===== config.mk =====
export PLATFORM = sky130hd
export DESIGN_NAME = rps_round_ctrl
export DESIGN_NICKNAME = d
export VERILOG_FILES = /design/src/rtl/rps_pkg.sv /design/src/rtl/rps_judge.sv /design/src/rtl/rps_round_ctrl.sv
export SDC_FILE = /design/constraint.sdc
export NUM_CORES = 1
export LEC_CHECK = 0
export BUFFER_PORTS_ARGS = -buffer_cell sky130_fd_sc_hd__buf_2
export CAP_MARGIN = 20
export CORE_MARGIN = 8
export CORE_UTILIZATION = 25
export DETAILED_ROUTE_END_ITERATION = 10
export GPL_ROUTABILITY_DRIVEN = 0
export GPL_TIMING_DRIVEN = 1
export PLACE_DENSITY_LB_ADDON = 0.12
export SLEW_MARGIN = 20
export SYNTH_ARGS = -nofsm -noshare
export SYNTH_HDL_FRONTEND = slang
export SYNTH_SLANG_ARGS = --single-unit

===== constraint.sdc =====
create_clock -name clock -period 3.45 [get_ports clock]
set_input_delay 0.69 -clock clock [delete_from_list [all_inputs] [get_ports clock]]
set_output_delay 0.69 -clock clock [all_outputs]
set_load 0.1 [all_outputs]

===== src/rtl/rps_pkg.sv =====
// Shared rock-paper-scissors types: moves, round results, controller states and the beats() rule.
package rps_pkg;

    typedef enum logic [1:0] {ROCK = 2'd0, PAPER = 2'd1, SCISSORS = 2'd2} move_t;
    typedef enum logic [1:0] {RES_NONE = 2'd0, RES_DRAW = 2'd1, RES_PLAYER = 2'd2, RES_AI = 2'd3} result_t;
    typedef enum logic [2:0] {S_IDLE, S_REQ, S_WAIT_PRED, S_JUDGE, S_UPDATE, S_OVER} state_t;

    localparam logic [1:0] MOVE_ILLEGAL = 2'b11;

    // The move that defeats 'move'.
    function automatic logic [1:0] beats(input logic [1:0] move);
        return (move == 2'd2) ? 2'd0 : move + 2'd1;
    endfunction

endpackage


===== src/rtl/rps_judge.sv =====
// Combinational round referee: who won given the player's and the controller's moves.
module rps_judge
    import rps_pkg::*;
(
    input  logic [1:0] player,
    input  logic [1:0] ai,
    output logic [1:0] result
);

    always_comb begin
        if (player == ai)
            result = RES_DRAW;
        else if (ai == beats(player))
            result = RES_AI;
        else
            result = RES_PLAYER;
    end

endmodule


===== src/rtl/rps_round_ctrl.sv =====
// Round sequencer: latch move, query predictor, counter it, judge, score, send learning update.
// Optional match limit (OVER state) is built only with RPS_MATCH_LIMIT_EN defined.
module rps_round_ctrl
    import rps_pkg::*;
#(
    parameter int SCORE_W      = 4,
    parameter int PRED_TIMEOUT = 8,
    parameter int MATCH_WINS   = 5
) (
    input  logic               clock,
    input  logic               reset,
    input  logic               play_valid,
    input  logic [1:0]         play_move,
    output logic               pred_req,
    output logic [3:0]         pred_hist,
    input  logic               pred_valid,
    input  logic [1:0]         pred_move,
    output logic               upd_valid,
    output logic [3:0]         upd_hist,
    output logic [1:0]         upd_move,
    output logic               result_valid,
    output logic [1:0]         ai_move,
    output logic [1:0]         result,
    output logic [SCORE_W-1:0] score_player,
    output logic [SCORE_W-1:0] score_ai,
    output logic               busy,
    output logic               match_over
);

    localparam int                 TMR_W     = $clog2(PRED_TIMEOUT + 1);
    localparam logic [TMR_W-1:0]   TMR_LAST  = TMR_W'(PRED_TIMEOUT);
    localparam logic [SCORE_W-1:0] SCORE_MAX = '1;

    state_t             state;
    logic [1:0]         fb_ctr;
    logic [1:0]         player;
    logic [3:0]         hist;
    logic [TMR_W-1:0]   timer;
    logic               go_judge;
    logic [1:0]         pred_sel;
    logic [1:0]         ai_next;
    logic [1:0]         res_next;
    logic [SCORE_W-1:0] sp_next;
    logic [SCORE_W-1:0] sa_next;

    // Only meaningful in REQ / WAIT_PRED; a real answer beats a same-cycle timeout.
    assign go_judge = pred_valid || (state == S_WAIT_PRED && timer == TMR_LAST);
    // An illegal prediction is as good as no answer: fall back to the rotating counter.
    assign pred_sel = (pred_valid && pred_move != MOVE_ILLEGAL) ? pred_move : fb_ctr;
    assign ai_next  = beats(pred_sel);

    rps_judge u_judge (
        .player (player),
        .ai     (ai_next),
        .result (res_next)
    );

    assign sp_next = (res_next == RES_PLAYER && score_player != SCORE_MAX) ? score_player + 1'b1 : score_player;
    assign sa_next = (res_next == RES_AI && score_ai != SCORE_MAX) ? score_ai + 1'b1 : score_ai;

`ifdef RPS_MATCH_LIMIT_EN
    localparam logic [SCORE_W-1:0] WIN_CNT = SCORE_W'(MATCH_WINS);
    logic match_end;
`else
    assign match_over = 1'b0;
`endif

    always_ff @(posedge clock) begin
        if (!reset) begin
            state        <= S_IDLE;
            fb_ctr       <= '0;
            player       <= '0;
            hist         <= '0;
            timer        <= '0;
            pred_req     <= 1'b0;
            pred_hist    <= '0;
            upd_valid    <= 1'b0;
            upd_hist     <= '0;
            upd_move     <= '0;
            result_valid <= 1'b0;
            ai_move      <= '0;
            result       <= '0;
            score_player <= '0;
            score_ai     <= '0;
            busy         <= 1'b0;
`ifdef RPS_MATCH_LIMIT_EN
            match_over   <= 1'b0;
            match_end    <= 1'b0;
`endif
        end else begin
            fb_ctr       <= (fb_ctr == 2'd2) ? 2'd0 : fb_ctr + 2'd1;
            pred_req     <= 1'b0;
            upd_valid    <= 1'b0;
            result_valid <= 1'b0;
            case (state)
                S_IDLE: begin
                    if (play_valid && play_move != MOVE_ILLEGAL) begin
                        player    <= play_move;
                        pred_req  <= 1'b1;
                        pred_hist <= hist;
                        busy      <= 1'b1;
                        state     <= S_REQ;
                    end
                end
                S_REQ, S_WAIT_PRED: begin
                    timer <= (state == S_REQ) ? TMR_W'(1) : timer + 1'b1;
                    if (go_judge) begin
                        ai_move      <= ai_next;
                        result       <= res_next;
                        result_valid <= 1'b1;
                        score_player <= sp_next;
                        score_ai     <= sa_next;
`ifdef RPS_MATCH_LIMIT_EN
                        match_end    <= (sp_next == WIN_CNT) || (sa_next == WIN_CNT);
`endif
                        state        <= S_JUDGE;
                    end else begin
                        state <= S_WAIT_PRED;
                    end
                end
                S_JUDGE: begin
                    upd_valid <= 1'b1;
                    upd_hist  <= hist;
                    upd_move  <= player;
                    state     <= S_UPDATE;
                end
                S_UPDATE: begin
                    hist <= {player, ai_move};
                    busy <= 1'b0;
`ifdef RPS_MATCH_LIMIT_EN
                    if (match_end) begin
                        match_over <= 1'b1;
                        state      <= S_OVER;
                    end else begin
                        state <= S_IDLE;
                    end
`else
                    state <= S_IDLE;
`endif
                end
                default: state <= state;  // OVER: parked until reset
            endcase
        end
    end

endmodule


==> metrics.md <==
| Metric | Value |
|---|---|
| WHS Path Cells | `2` |
| Worst-path fanout max | `15` |
| Clock Pin Slew Worst Setup and Hold Paths | `0.08 ns` |
| Synthesized instance count | `224` |
| Fraction of registers with async set/reset | `0%` |
| Unrepaired setup endpoints after global routing | `false` |
| Largest vdd supply drop | `0.000143 V` |
| Distinct cell type count after synthesis | `51` |
| First-iteration detailed-routing DRC count | `85` |
| Post-synth EDFFs | `0` |
| Switching Power | `446 uW` |
| # hold bufs at CTS | `0` |
| Antenna violations before repair | `0` |
| Maximum count of clock buffers along a single path | `2` |
| R2R Setup Slk | `1.22 ns` |
| Internal cell power | `751 uW` |
| Number of max-slew violations in the final report | `0` |
| Share of total power consumed by net switching | `a little under two fifths` |
| Final hold slack | `0.452 ns` |
| Sink Count | `41` |
| Min Tclk post-route | `2.23 ns` |
| Outcome | `completed` |
| Leak pwr | `0.928 nW` |
| Data required time of the worst path | `3.67 ns` |
| CP startpoint kind | `flop` |
| Number of CTS-inserted buffers | `5` |
| Number of setup violations in the final report | `0` |
| Hold Fails Final Rpt | `0` |
| Detailed Place HPWL | `3340 um` |
| Post-synthesis net count | `237` |
| Most numerous cell in the Yosys netlist | `sky130_fd_sc_hd__dfxtp_1` |
| DR vias | `around 1600` |
| Flops & latches, synth | `41` |
| Count of input and output buffers | `33` |
| Max H-tree Level | `2` |
| Count of unresolved DRC violations after routing | `0` |
| Cell taking the most area after synthesis | `sky130_fd_sc_hd__dfxtp_1` |
| Comb pwr share | `about a quarter` |
| Die width | `approximately 100 um` |
| Startpoint of the tightest hold check path | `upd_hist[3]$_SDFFE_PN0P_` |
| Layout area overhead | `17.1%` |
| Largest net degree at the start of global routing | `30` |
| Number of violations of the max-capacitance limit | `0` |
| Total number of yosys warnings | `0` |
| Power share of the sequential group | `between 40% and 50%` |
| Net count, final | `265` |
| Endpoint with the worst hold slack | `upd_hist[3]$_SDFFE_PN0P_` |
| Most area-consuming cells after synthesis | `sky130_fd_sc_hd__dfxtp_1 42%, sky130_fd_sc_hd__mux2i_1 7.2%, sky130_fd_sc_hd__a21oi_1 5.2%, sky130_fd_sc_hd__nor2_1 5.0%, sky130_fd_sc_hd__nand2_1 4.8%` |
| Overall die height | `104 um` |
| Power share of the clock group | `between 20% and 30%` |
| Clock root buffer master | `sky130_fd_sc_hd__clkbuf_8` |
| Remaining Overflow, GRT | `0` |
| Reg2Reg Capture Point | `score_ai[3]$_SDFFE_PN0P_` |
| Syn Std Cell Area | `1940 um^2` |
| Final antenna-violating net count | `0` |
| # IOs | `35` |
| Initial cell density of the core | `25.5%` |
| Filler Cell Count | `845` |
| Max-Slew Margin vs Limit | `around two thirds` |
| Vias in the first global route | `1676` |
| Leading cell types by count after synthesis | `41 x sky130_fd_sc_hd__dfxtp_1, 26 x sky130_fd_sc_hd__nor2_1, 25 x sky130_fd_sc_hd__nand2_1` |
| Part of the Yosys area used for sequential elements | `42.4%` |
| Average footprint of a synthesized cell | `8.65 um^2` |
| Highest clock rate | `448 MHz` |
| Slew at the pin closest to its max-slew limit | `0.507 ns` |
| First-pass GRT wire length | `between 8000 and 9000 um` |
| Number of cell instances on the worst register-to-register path | `6` |
| Die outline area | `between 10000 and 15000 um^2` |
| Clock latency on the worst-skew pair | `about 0.29 ns` |
| Prevailing post-synth register cell | `sky130_fd_sc_hd__dfxtp_1` |
| Placeable Area | `between 7000 and 8000 um^2` |
| Number of setup buffers added after CTS | `0` |
| Total wire length | `about 4700 um` |
| DR vias/cell | `~4.6` |
| TritonCTS clock tree | `built` |
| First-pass DRT Iterations | `4` |
| Final TNS setup | `0 ns` |
| Total routing resource utilization after global routing | `8.99%` |
| Fraction of final layout cells with drive strength greater than 1 | `20.2%` |
| Hold Path Class | `reg2reg` |
| Worst clock skew on the final layout | `0.00441 ns` |
| Resized cells post-CTS | `0` |
| Launch point of the worst reg-to-reg path | `state[1]$_SDFFE_PN0P_` |
| Power Density | `528 nW/um^2` |
| Ratio of final minimum period to clock period | `roughly 65%` |
| Diodes inserted | `0` |
| Synth top area share | `between 40% and 50%` |
| Element type at the critical path end | `flop` |
| Data arrival, critical path | `2.45 ns` |
| Site Rows | `32` |
| CP Class | `reg2reg` |
| Post-detailed-route wirelength per cell | `13.2 um` |
[layer usage]
layer | share of wire, % | track usage, % | up-vias | wire, um
met1 | 47 | 10.7 | 754 | 2210
met5 | 0 | 0 | - | 0
met2 | 46 | 14.8 | 36 | 2160
li1 | - | - | 838 | -
met4 | 0.90 | 2.48 | 0 | 42
met3 | 5.5 | 3.22 | 5 | 255
[flip-flops by register name, summed over array words and instances (netlist names)]
| register | cells |
|---|---|
| result_valid | 1 |
| upd_move | 2 |
| result | 2 |
| state | 3 |
| hist | 4 |
| ai_move | 2 |
| upd_hist | 4 |
| timer | 4 |
| pred_req | 1 |
| pred_hist | 4 |
| fb_ctr | 2 |
| busy | 1 |
| score_ai | 4 |
| score_player | 4 |
| upd_valid | 1 |
| player | 2 |
[cell families after synthesis]
kind of cell,count (synthesis),synth area share (%)
other,1,0.194
flip-flops,41,42.4
AND/OR/NAND/NOR,92,23.8
AO/OA/AOI/OAI,46,16.9
adder cells (fa/ha/maj),5,3.23
buffers and inverters,22,4.97
XOR/XNOR,3,1.36
multiplexers,14,7.23
[power groups by stage]
stage | clock network [mW] | registers (mW) | logic, mW
final | 0.329 | 0.556 | 0.313
after global routing | 0.367 | 0.564 | 0.343
after CTS | 0.348 | 0.557 | 0.318
after detailed placement | 0 | 0.568 | 0.316
after global placement | 0 | 0.568 | 0.315
after floorplan | 0 | 0.645 | 0.177
[layout by cell type (no fill, tap or decap), types with 5 or more instances in the layout]
master	instances
sky130_fd_sc_hd__nand3_1	11
sky130_fd_sc_hd__ha_1	5
sky130_fd_sc_hd__nand2_1	25
sky130_fd_sc_hd__buf_2	33
sky130_fd_sc_hd__nor3_1	6
sky130_fd_sc_hd__clkbuf_8	6
sky130_fd_sc_hd__mux2i_1	14
sky130_fd_sc_hd__a21oi_1	20
sky130_fd_sc_hd__nor2_1	26
sky130_fd_sc_hd__nand2b_1	7
sky130_fd_sc_hd__inv_1	6
sky130_fd_sc_hd__dfxtp_1	41
[how the worst max path moves through the flow]
stage,startpoint,endpoint,slack (ns),depth (start not counted)
after floorplan,pred_move[1],score_player[2]$_SDFFE_PN0P_,1.53,5
after global placement,pred_move[1],score_ai[3]$_SDFFE_PN0P_,1.28,6
after detailed placement,state[1]$_SDFFE_PN0P_,score_ai[3]$_SDFFE_PN0P_,1.20,6
after CTS,state[1]$_SDFFE_PN0P_,score_ai[3]$_SDFFE_PN0P_,1.16,6
after global routing,state[1]$_SDFFE_PN0P_,score_ai[3]$_SDFFE_PN0P_,1.00,6
final,state[1]$_SDFFE_PN0P_,score_ai[3]$_SDFFE_PN0P_,1.22,6
[through the flow]
stage	util (%)	instances	area [um^2]	power [mW]	setup WS, ns
detailed placement	28.6	347	2180	0.884	1.20
global placement	28.6	347	2180	0.882	1.28
global route	29.8	354	2270	1.27	1.00
CTS	29.8	354	2270	1.22	1.16
floorplan	-	224	1940	0.822	1.53
finish	29.8	354	2270	1.20	1.22
[worst max-delay path, stage by stage (launching register included)]
cell,delay [ns]
sky130_fd_sc_hd__dfxtp_1,0.63
sky130_fd_sc_hd__buf_4,0.24
sky130_fd_sc_hd__xor2_1,0.15
sky130_fd_sc_hd__a32o_1,0.40
sky130_fd_sc_hd__nand2_1,0.16
sky130_fd_sc_hd__or4_1,0.42
sky130_fd_sc_hd__a21oi_1,0.17
[area by class of cell]
cell class	instances	area, um^2	share of cell area (%)
Inverter	8	30.0	1.32
Tap cell	102	128	5.63
Sequential cell	41	821	36.2
Clock buffer	6	82.6	3.64
Timing Repair Buffer	35	180	7.94
Clock inverter	1	7.51	0.331
Multi-Input combinational cell	161	1020	45.0
Power figures use the tool's default switching activity.
